### config.mk
export PLATFORM = sky130hd
export DESIGN_NAME = audio_i2s_tx
export DESIGN_NICKNAME = d
export VERILOG_FILES = /design/src/rtl/audio_i2s_tx.sv
export SDC_FILE = /design/constraint.sdc
export NUM_CORES = 1
export LEC_CHECK = 0
export BUFFER_PORTS_ARGS = -buffer_cell sky130_fd_sc_hd__buf_2
export CORE_AREA = 3 3 124 126
export CTS_BUF_LIST = sky130_fd_sc_hd__clkbuf_8
export DETAILED_ROUTE_END_ITERATION = 12
export DIE_AREA = 0 0 127 129
export PLACE_DENSITY = 0.57
export SYNTH_ARGS = -nofsm -noshare
export SYNTH_HDL_FRONTEND = slang
export SYNTH_SLANG_ARGS = --single-unit
### constraint.sdc
create_clock -name clk -period 3 [get_ports clk]
set_input_delay 0.3 -clock clk [delete_from_list [all_inputs] [get_ports clk]]
set_output_delay 0.3 -clock clk [all_outputs]
set_load 0.005 [all_outputs]
### src/rtl/audio_i2s_tx.sv
// audio_i2s_tx: I2S stereo DAC transmitter.
// Mono 32-bit samples arrive over valid/ready into a 4-entry FIFO. Each
// 64-bclk frame pops one sample. The sample is truncated to its top 24 bits
// and sent MSB first on both the left and right channels. There is a one-bclk
// delay after each lrclk edge, and the rest of each slot is zero padded. All
// pin changes are aligned to the bclk falling edge.
module audio_i2s_tx #(
  parameter int unsigned CLK_DIV = 16  // clk cycles per bclk half-period, >= 2
) (
  input  logic        clk,
  input  logic        reset,
  input  logic [31:0] sample,
  input  logic        sample_valid,
  output logic        sample_ready,
  output logic        bclk,
  output logic        lrclk,
  output logic        sdata,
  output logic        underflow,
  output logic [2:0]  fifo_level
);

  localparam int unsigned          DIV_W    = (CLK_DIV > 1) ? $clog2(CLK_DIV) : 1;
  localparam logic [DIV_W-1:0]     DIV_MAX  = DIV_W'(CLK_DIV - 1);
  localparam int unsigned          DEPTH    = 4;
  localparam logic [5:0]           SLOT_END = 6'd63;
  localparam logic [2:0]           LVL_FULL = 3'(DEPTH);

  // ---------------------------------------------------------------------------
  // State
  // ---------------------------------------------------------------------------
  logic [DIV_W-1:0] div_cnt_q, div_cnt_d;
  logic             bclk_q,    bclk_d;
  logic [5:0]       slot_q,    slot_d;
  logic             lrclk_q,   lrclk_d;
  logic             sdata_q,   sdata_d;
  logic             uflow_q,   uflow_d;
  logic [23:0]      word_q,    word_d;

  logic [31:0]      mem_q [DEPTH];
  logic [1:0]       wr_ptr_q,  wr_ptr_d;
  logic [1:0]       rd_ptr_q,  rd_ptr_d;
  logic [2:0]       level_q,   level_d;

  // ---------------------------------------------------------------------------
  // Event decode
  // ---------------------------------------------------------------------------
  logic div_wrap;     // last clk of a bclk half-period
  logic fall_evt;     // bclk is about to fall: slot logic advances here
  logic frame_start;  // fall event that enters slot 0
  logic push;
  logic pop;

  assign div_wrap    = (div_cnt_q == DIV_MAX);
  assign fall_evt    = div_wrap && bclk_q;
  assign frame_start = fall_evt && (slot_q == SLOT_END);

  // The pop decision uses the occupancy before any same-cycle push. A sample
  // pushed on the frame-start cycle into an empty FIFO waits for the next frame.
  assign sample_ready = !reset && (level_q < LVL_FULL);
  assign push         = sample_valid && sample_ready;
  assign pop          = frame_start && (level_q != 3'd0);

  // Serial bit driven during slot k for the frame word w. The left word is in
  // slots 1..24 and the right word is in slots 33..56. All other slots are zero.
  function automatic logic slot_bit(input logic [5:0] k, input logic [23:0] w);
    logic b;
    b = 1'b0;
    if ((k >= 6'd1) && (k <= 6'd24)) begin
      b = w[5'(6'd24 - k)];
    end else if ((k >= 6'd33) && (k <= 6'd56)) begin
      b = w[5'(6'd56 - k)];
    end
    return b;
  endfunction

  // ---------------------------------------------------------------------------
  // Next-state logic for divider, slot sequencer, frame word and FIFO pointers
  // ---------------------------------------------------------------------------
  always_comb begin
    // NOTE: every signal gets a default before any branch; a missing default in
    // always_comb infers a latch.
    div_cnt_d = div_cnt_q + DIV_W'(1);
    bclk_d    = bclk_q;
    slot_d    = slot_q;
    lrclk_d   = lrclk_q;
    sdata_d   = sdata_q;
    uflow_d   = 1'b0;
    word_d    = word_q;
    wr_ptr_d  = wr_ptr_q;
    rd_ptr_d  = rd_ptr_q;
    level_d   = level_q;

    if (div_wrap) begin
      div_cnt_d = '0;
      bclk_d    = !bclk_q;
    end

    if (fall_evt) begin
      slot_d  = slot_q + 6'd1;
      lrclk_d = slot_d[5];                   // slots 32..63 are the right channel
      sdata_d = slot_bit(slot_d, word_q);    // slot 0 is zero, so the old word is harmless
    end

    if (frame_start) begin
      if (pop) begin
        word_d = mem_q[rd_ptr_q][31:8];
      end else begin
        word_d  = 24'h0;
        uflow_d = 1'b1;
      end
    end

    if (push) begin
      wr_ptr_d = wr_ptr_q + 2'd1;
    end
    if (pop) begin
      rd_ptr_d = rd_ptr_q + 2'd1;
    end

    unique case ({push, pop})
      2'b10:   level_d = level_q + 3'd1;
      2'b01:   level_d = level_q - 3'd1;
      default: level_d = level_q;
    endcase
  end

  // ---------------------------------------------------------------------------
  // Control registers with synchronous reset; a reset mid-frame restarts cleanly
  // ---------------------------------------------------------------------------
  always_ff @(posedge clk) begin
    // NOTE: state registers use non-blocking assignments so that every register
    // samples the values from before the edge, independent of statement order.
    if (reset) begin
      div_cnt_q <= '0;
      bclk_q    <= 1'b0;
      slot_q    <= SLOT_END;
      lrclk_q   <= 1'b0;
      sdata_q   <= 1'b0;
      uflow_q   <= 1'b0;
      word_q    <= 24'h0;
      wr_ptr_q  <= 2'd0;
      rd_ptr_q  <= 2'd0;
      level_q   <= 3'd0;
    end else begin
      div_cnt_q <= div_cnt_d;
      bclk_q    <= bclk_d;
      slot_q    <= slot_d;
      lrclk_q   <= lrclk_d;
      sdata_q   <= sdata_d;
      uflow_q   <= uflow_d;
      word_q    <= word_d;
      wr_ptr_q  <= wr_ptr_d;
      rd_ptr_q  <= rd_ptr_d;
      level_q   <= level_d;
    end
  end

  // FIFO storage: write the accepted sample at the write pointer
  always_ff @(posedge clk) begin
    // NOTE: the storage array has no reset; the pointers and level define which
    // entries are valid, so stale data is never read.
    if (push) begin
      mem_q[wr_ptr_q] <= sample;
    end
  end

  // ---------------------------------------------------------------------------
  // Outputs come straight from registers, so the pins are glitch free
  // ---------------------------------------------------------------------------
  assign bclk       = bclk_q;
  assign lrclk      = lrclk_q;
  assign sdata      = sdata_q;
  assign underflow  = uflow_q;
  assign fifo_level = level_q;

endmodule

### Word level (Yosys, flattened, before mapping)

Memory sizes are Yosys's and may differ from the RTL's. A register that Yosys moved wholly into a read port is not among the register bits.
Index checks and enable logic that the tools add are counted.

* add/subtract/negate cells: 8
* order comparisons: 7
* equal/unequal tests: 4
* muxes and demuxes: 13
* bitwise gates (word level): 1
* reductions and logical operators: 13

Operators by type and width (count)
* $mux W24: 1
* $lt A5 B6 Y1 const B: 2
* $bmux W1 S5: 2
* $sub A5 B5 Y5 const A: 2
* $logic_and A1 B1 Y1: 7
* $mux W1: 7
* $add A6 B1 Y6 const B: 1
* $eq A6 B6 Y1 const B: 1
* $ge A6 B1 Y1 const B: 1
* $ge A6 B6 Y1 const B: 1
* $le A6 B5 Y1 const B: 1
* $le A6 B6 Y1 const B: 1
* $pmux W3 S2: 1
* $add A2 B1 Y2 const B: 2
* $add A4 B1 Y4 const B: 1
* $eq A4 B4 Y1 const B: 1
* $mux W2: 2
* $reduce_or A2 Y1: 2
* $add A3 B1 Y3 const B: 1
* $lt A3 B3 Y1 const B: 1
* $reduce_bool A3 Y1: 1
* $sub A3 B1 Y3 const B: 1
* $eq A2 B1 Y1 const B: 1
* $eq A2 B2 Y1 const B: 1
* 3 further kinds: 4

* flip-flop bits (word level): 45
* memory bits (writable): 128
* memories kept: 1

Memories
* mem_q: depth 4, bits a word 32, rd ports 1, clocked after Yosys merged registers in 1, write ports 1, line 39 `logic [31:0] mem_q [DEPTH];`

### Logic depth before layout (Yosys ltp)

* depth in word-level cells: 6
* mapped depth: 10
* gate-level depth less buffers: 9

### Worst setup path before layout

No wires, ideal clock.

* path kind: reg-to-reg
* from: register slot_q[1]
* to: register level_q[2] (netlist: fifo_level[2])
* arrival time: 2.703 ns
* required time: 2.930 ns
* setup slack: 0.227 ns
* stages on the path, launching flop included: 11
* period minus slack after synthesis: 2.773 ns
* cell sequence: dfxtp_1 ha_1 nand3_1 nor4_4 buf_6 ha_1 inv_1 fa_1 xor2_1 or3_1 a21oi_1

* longest elaborated chain between the ends: 5

Ends and longest elaborated chain
* from (decl): line 33 `logic [5:0] slot_q, slot_d;`
* from (signal assigned): line 147 `slot_q <= slot_d;`
* $eq A6 B6 Y1 *: line 55 `assign frame_start = fall_evt && (slot_q == SLOT_END);`
* $logic_and A1 B1 Y1 *: line 55
* $logic_and A1 B1 Y1 *: line 61 `assign pop = frame_start && (level_q != 3'd0);`
* named net pop: line 51 `logic pop;`
* $eq A2 B1 Y1 / $eq A2 B2 Y1 (equally long branches): line 120 `unique case ({push, pop})`
* $pmux W3 S2 / $reduce_bool A2 Y1 (equally long branches)
* to (signal assigned): line 154 `level_q <= level_d;`
* to (decl): line 42 `logic [2:0] level_q, level_d;`

The timed path passes the listed nets; every way through them passes the cells marked *.
A chain may end at the register's enable or synchronous reset.

### Worst setup path after layout

* from: register slot_q[1]
* to: register level_q[2] (netlist: fifo_level[2])

* longest elaborated chain between the ends: 5

Ends and longest elaborated chain (line)
* $eq A6 B6 Y1 *: 55
* $logic_and A1 B1 Y1 *: 55
* $logic_and A1 B1 Y1 *: 61
* $eq A2 B1 Y1 / $eq A2 B2 Y1 (equally long branches): 120
* $pmux W3 S2 / $reduce_bool A2 Y1 (equally long branches)

Every way passes the cells marked *; elsewhere a longest branch is shown, timed or not.

==> run_results.csv <==
group,metric,value,unit
critical_path,worstReg2RegEnd,"fifo_level[2]",
detailed_routing,drc_errors,0,
timing,min_period,2704,ps
detailed_routing,drt_iter0_markers,162,
synthesis,yosysTopAreaCellShare,0.5020,
min_path,hold_class,"input pin to flip-flop",
place,gp_congestion,0.7554,
critical_path,r2r_cells,9,
critical_path,regToRegStartpoint,"slot_q[1]",
detailed_routing,vias,3091,
global_route,grt_pass1_vias,3219,
cts,clkTransAtPathRegs,80,ps
synthesis,synthArstFlopShare,0,
synthesis,ys.flop_type,"edfxtp_1",
critical_path,arrival,3070,ps
place,dpl-instance-area,6107,µm²
cts,cts_resized,0,
final_layout,num-nets-final,449,
floorplanning,fp.coreArea,14420,µm²
final_layout,syn2layout_area_growth,13.59,%
floorplanning,die-area,16380,µm²
cts,cts_root_buffer,"clkbuf_8",
timing,rsz0062_at_grt,"no",
detailed_routing,drt-total-wl,10.17,mm
synthesis,synth_nets,407,
outcome,status,"completed",
synthesis,synth_edf_count,96,
detailed_routing,viasPerCell,5.135,
cts,clockBufferDepth,2,
final_layout,n_fill_cell,1286,
cts,clock_latency,430,ps
min_path,holdPathEnd,"mem_q[0][10]",
floorplanning,start_util,0.3982,
detailed_routing,routedWlPerCell,16.89,µm
global_route,antenna_found_initial,0,
cts,post-cts-setup-buffers,0,
timing,max_freq,369.8,MHz
synthesis,avgSynthCellArea,15.82,µm²
timing,relSlewSlack,0.5972,
detailed_routing,firstDrtPassIters,4,
synthesis,ys_top_cells_by_count,"96 x edfxtp_1, 47 x dfxtp_1, 41 x nor2_1",
cts,cts_tree,"built",
timing,drv_slew,0,
synthesis,synth_top_cells_by_area,"edfxtp_1 50%, dfxtp_1 16%, mux4_2 12%, a22oi_1 3.1%, nor2_1 2.7%",
synthesis,synthesis.area,5743,µm²
floorplanning,ios,43,
critical_path,r2r_setup_slack,300,ps
cts,cts_sinks,143,
min_path,holdPathStages,1,
place,io_buffers,34,
critical_path,end_kind,"flip-flop",
floorplanning,row_count,44,
global_route,grt_pass1_wl,16.75,mm
timing,holdWs,75.39,ps
final_layout,antenna_cells,0,
detailed_routing,antenna_left,0,
synthesis,synth_cell_types,53,
synthesis,synth_cells,363,
cts,htreeDepth,4,
floorplanning,die_h,129,µm
timing,fin_crit_sh,0.9015,
global_route,grt_max_degree,47,
synthesis,yosysSeqAreaShare,0.6658,
critical_path,cp.required,3370,ps
synthesis,synth.largest_area_cell,"edfxtp_1",
power,p_per_area,587.9,nW/µm²
floorplanning,die-width,127,µm
final_layout,drive_gt1_frac,0.2799,
flow_run,maxCapViolCount,0,
power,ir_drop,0.3123,mV
timing,final-hold-violation-count,0,
critical_path,cp-start-kind,"flip-flop",
synthesis,yosysMostFrequentCell,"edfxtp_1",
critical_path,critPathMaxFanout,9,
cts,cts_buffers,17,
min_path,min_from,"sample[10]",
synthesis,yosysWarnings,0,
final_layout,design_area,6524,µm²
power,p_leak,2.267,nW
timing,skew,9.063,ps
power,p_total,3.836,mW
global_route,gr-total-overflow,0,
timing,tns,0,ps
timing,setup_violations,0,
place,dp_hpwl,6.218,mm
cts,cts_hold_buffers,0,
global_route,track_usage,0.1351,
synthesis,ys_ff_latch,143,
critical_path,setup.worst_path.class,"flip-flop to flip-flop",
timing,tightestPinTransition,603.5,ps
==> power breakdown <==
| group | switching [mW] | internal, mW |
|---|---|---|
| clock | 0.676 | 0.883 |
| sequential | 0.0148 | 2.14 |
| combinational | 0.0709 | 0.0470 |
==> cells by family after synthesis <==
group	after synthesis	synth area share
flip-flops	143	0.6658
AND/OR/NAND/NOR	84	0.07844
buffers and inverters	32	0.02723
adder cells (fa/ha/maj)	9	0.02092
XOR/XNOR	13	0.01983
AO/OA/AOI/OAI	48	0.06296
multiplexers	34	0.1248
==> worst max-delay path, cell delays in order (launching register included) <==
cell     delay, ps
dfxtp_1        490
ha_1           350
nand3_1        210
nor4_4         330
ha_1           230
inv_1           60
fa_1           380
xor2_1         150
or3_1          300
a21oi_1        150
==> layer usage <==
layer  GRT usage  vias up  share of wire
met5           0        -              0
met4     0.05552        0          0.018
met3     0.04483       13          0.027
met2      0.2223       40           0.50
met1      0.1649     1555           0.46
li1            -     1483              -
==> per-stage QoR <==
stage | std cells | worst slack (ps) | util
finish | 602 | 295.6 | 0.4523
floorplan | 363 | 226.8 | -
detailed placement | 570 | 256.3 | 0.4234
CTS | 602 | 274.3 | 0.4523
global placement | 570 | 365.2 | 0.4234
global route | 602 | 102.8 | 0.4523
==> sequential cells by signal, summed over array words and instances, names as in the netlist, 2 cells and up, named ones only <==
name and flops:
fifo_level 3, wr_ptr_q 2, mem_q 96, div_cnt_q 4, word_q 24, rd_ptr_q 2, slot_q 6
==> layout by cell type (no fill, tap or decap), types with 4 or more instances in the layout <==
cell type,count
a22oi_1,24
nand2_1,7
mux4_2,30
xor2_1,6
nor2_1,41
xnor2_1,7
clkbuf_8,24
o21ai_0,4
ha_1,8
buf_2,34
nand3_1,4
edfxtp_1,96
inv_1,13
buf_4,11
dfxtp_1,47
a21oi_1,6
and3_1,5
nand2b_1,4
==> how the worst max path moves through the flow <==
stage / slack, ps / cells past startpoint / startpoint / to
final: 300 / 9 / slot_q[1] / fifo_level[2]
after global routing: 100 / 9 / slot_q[1] / fifo_level[2]
after CTS: 270 / 9 / slot_q[1] / fifo_level[2]
after detailed placement: 260 / 9 / slot_q[1] / fifo_level[2]
after global placement: 370 / 9 / slot_q[1] / fifo_level[2]
after floorplan: 230 / 10 / slot_q[1] / fifo_level[2]
==> area by class of cell <==
type | instances | area (µm²) | area share
timing repair buffer | 45 | 252.7 | 0.03874
clock buffer | 24 | 330.3 | 0.05063
inverter | 10 | 37.54 | 0.005754
sequential | 143 | 3824 | 0.5861
tap | 184 | 230.2 | 0.03529
multi-input combinational | 188 | 1763 | 0.2702
clock inverter | 8 | 86.33 | 0.01323
Power figures use the tool's default switching activity.
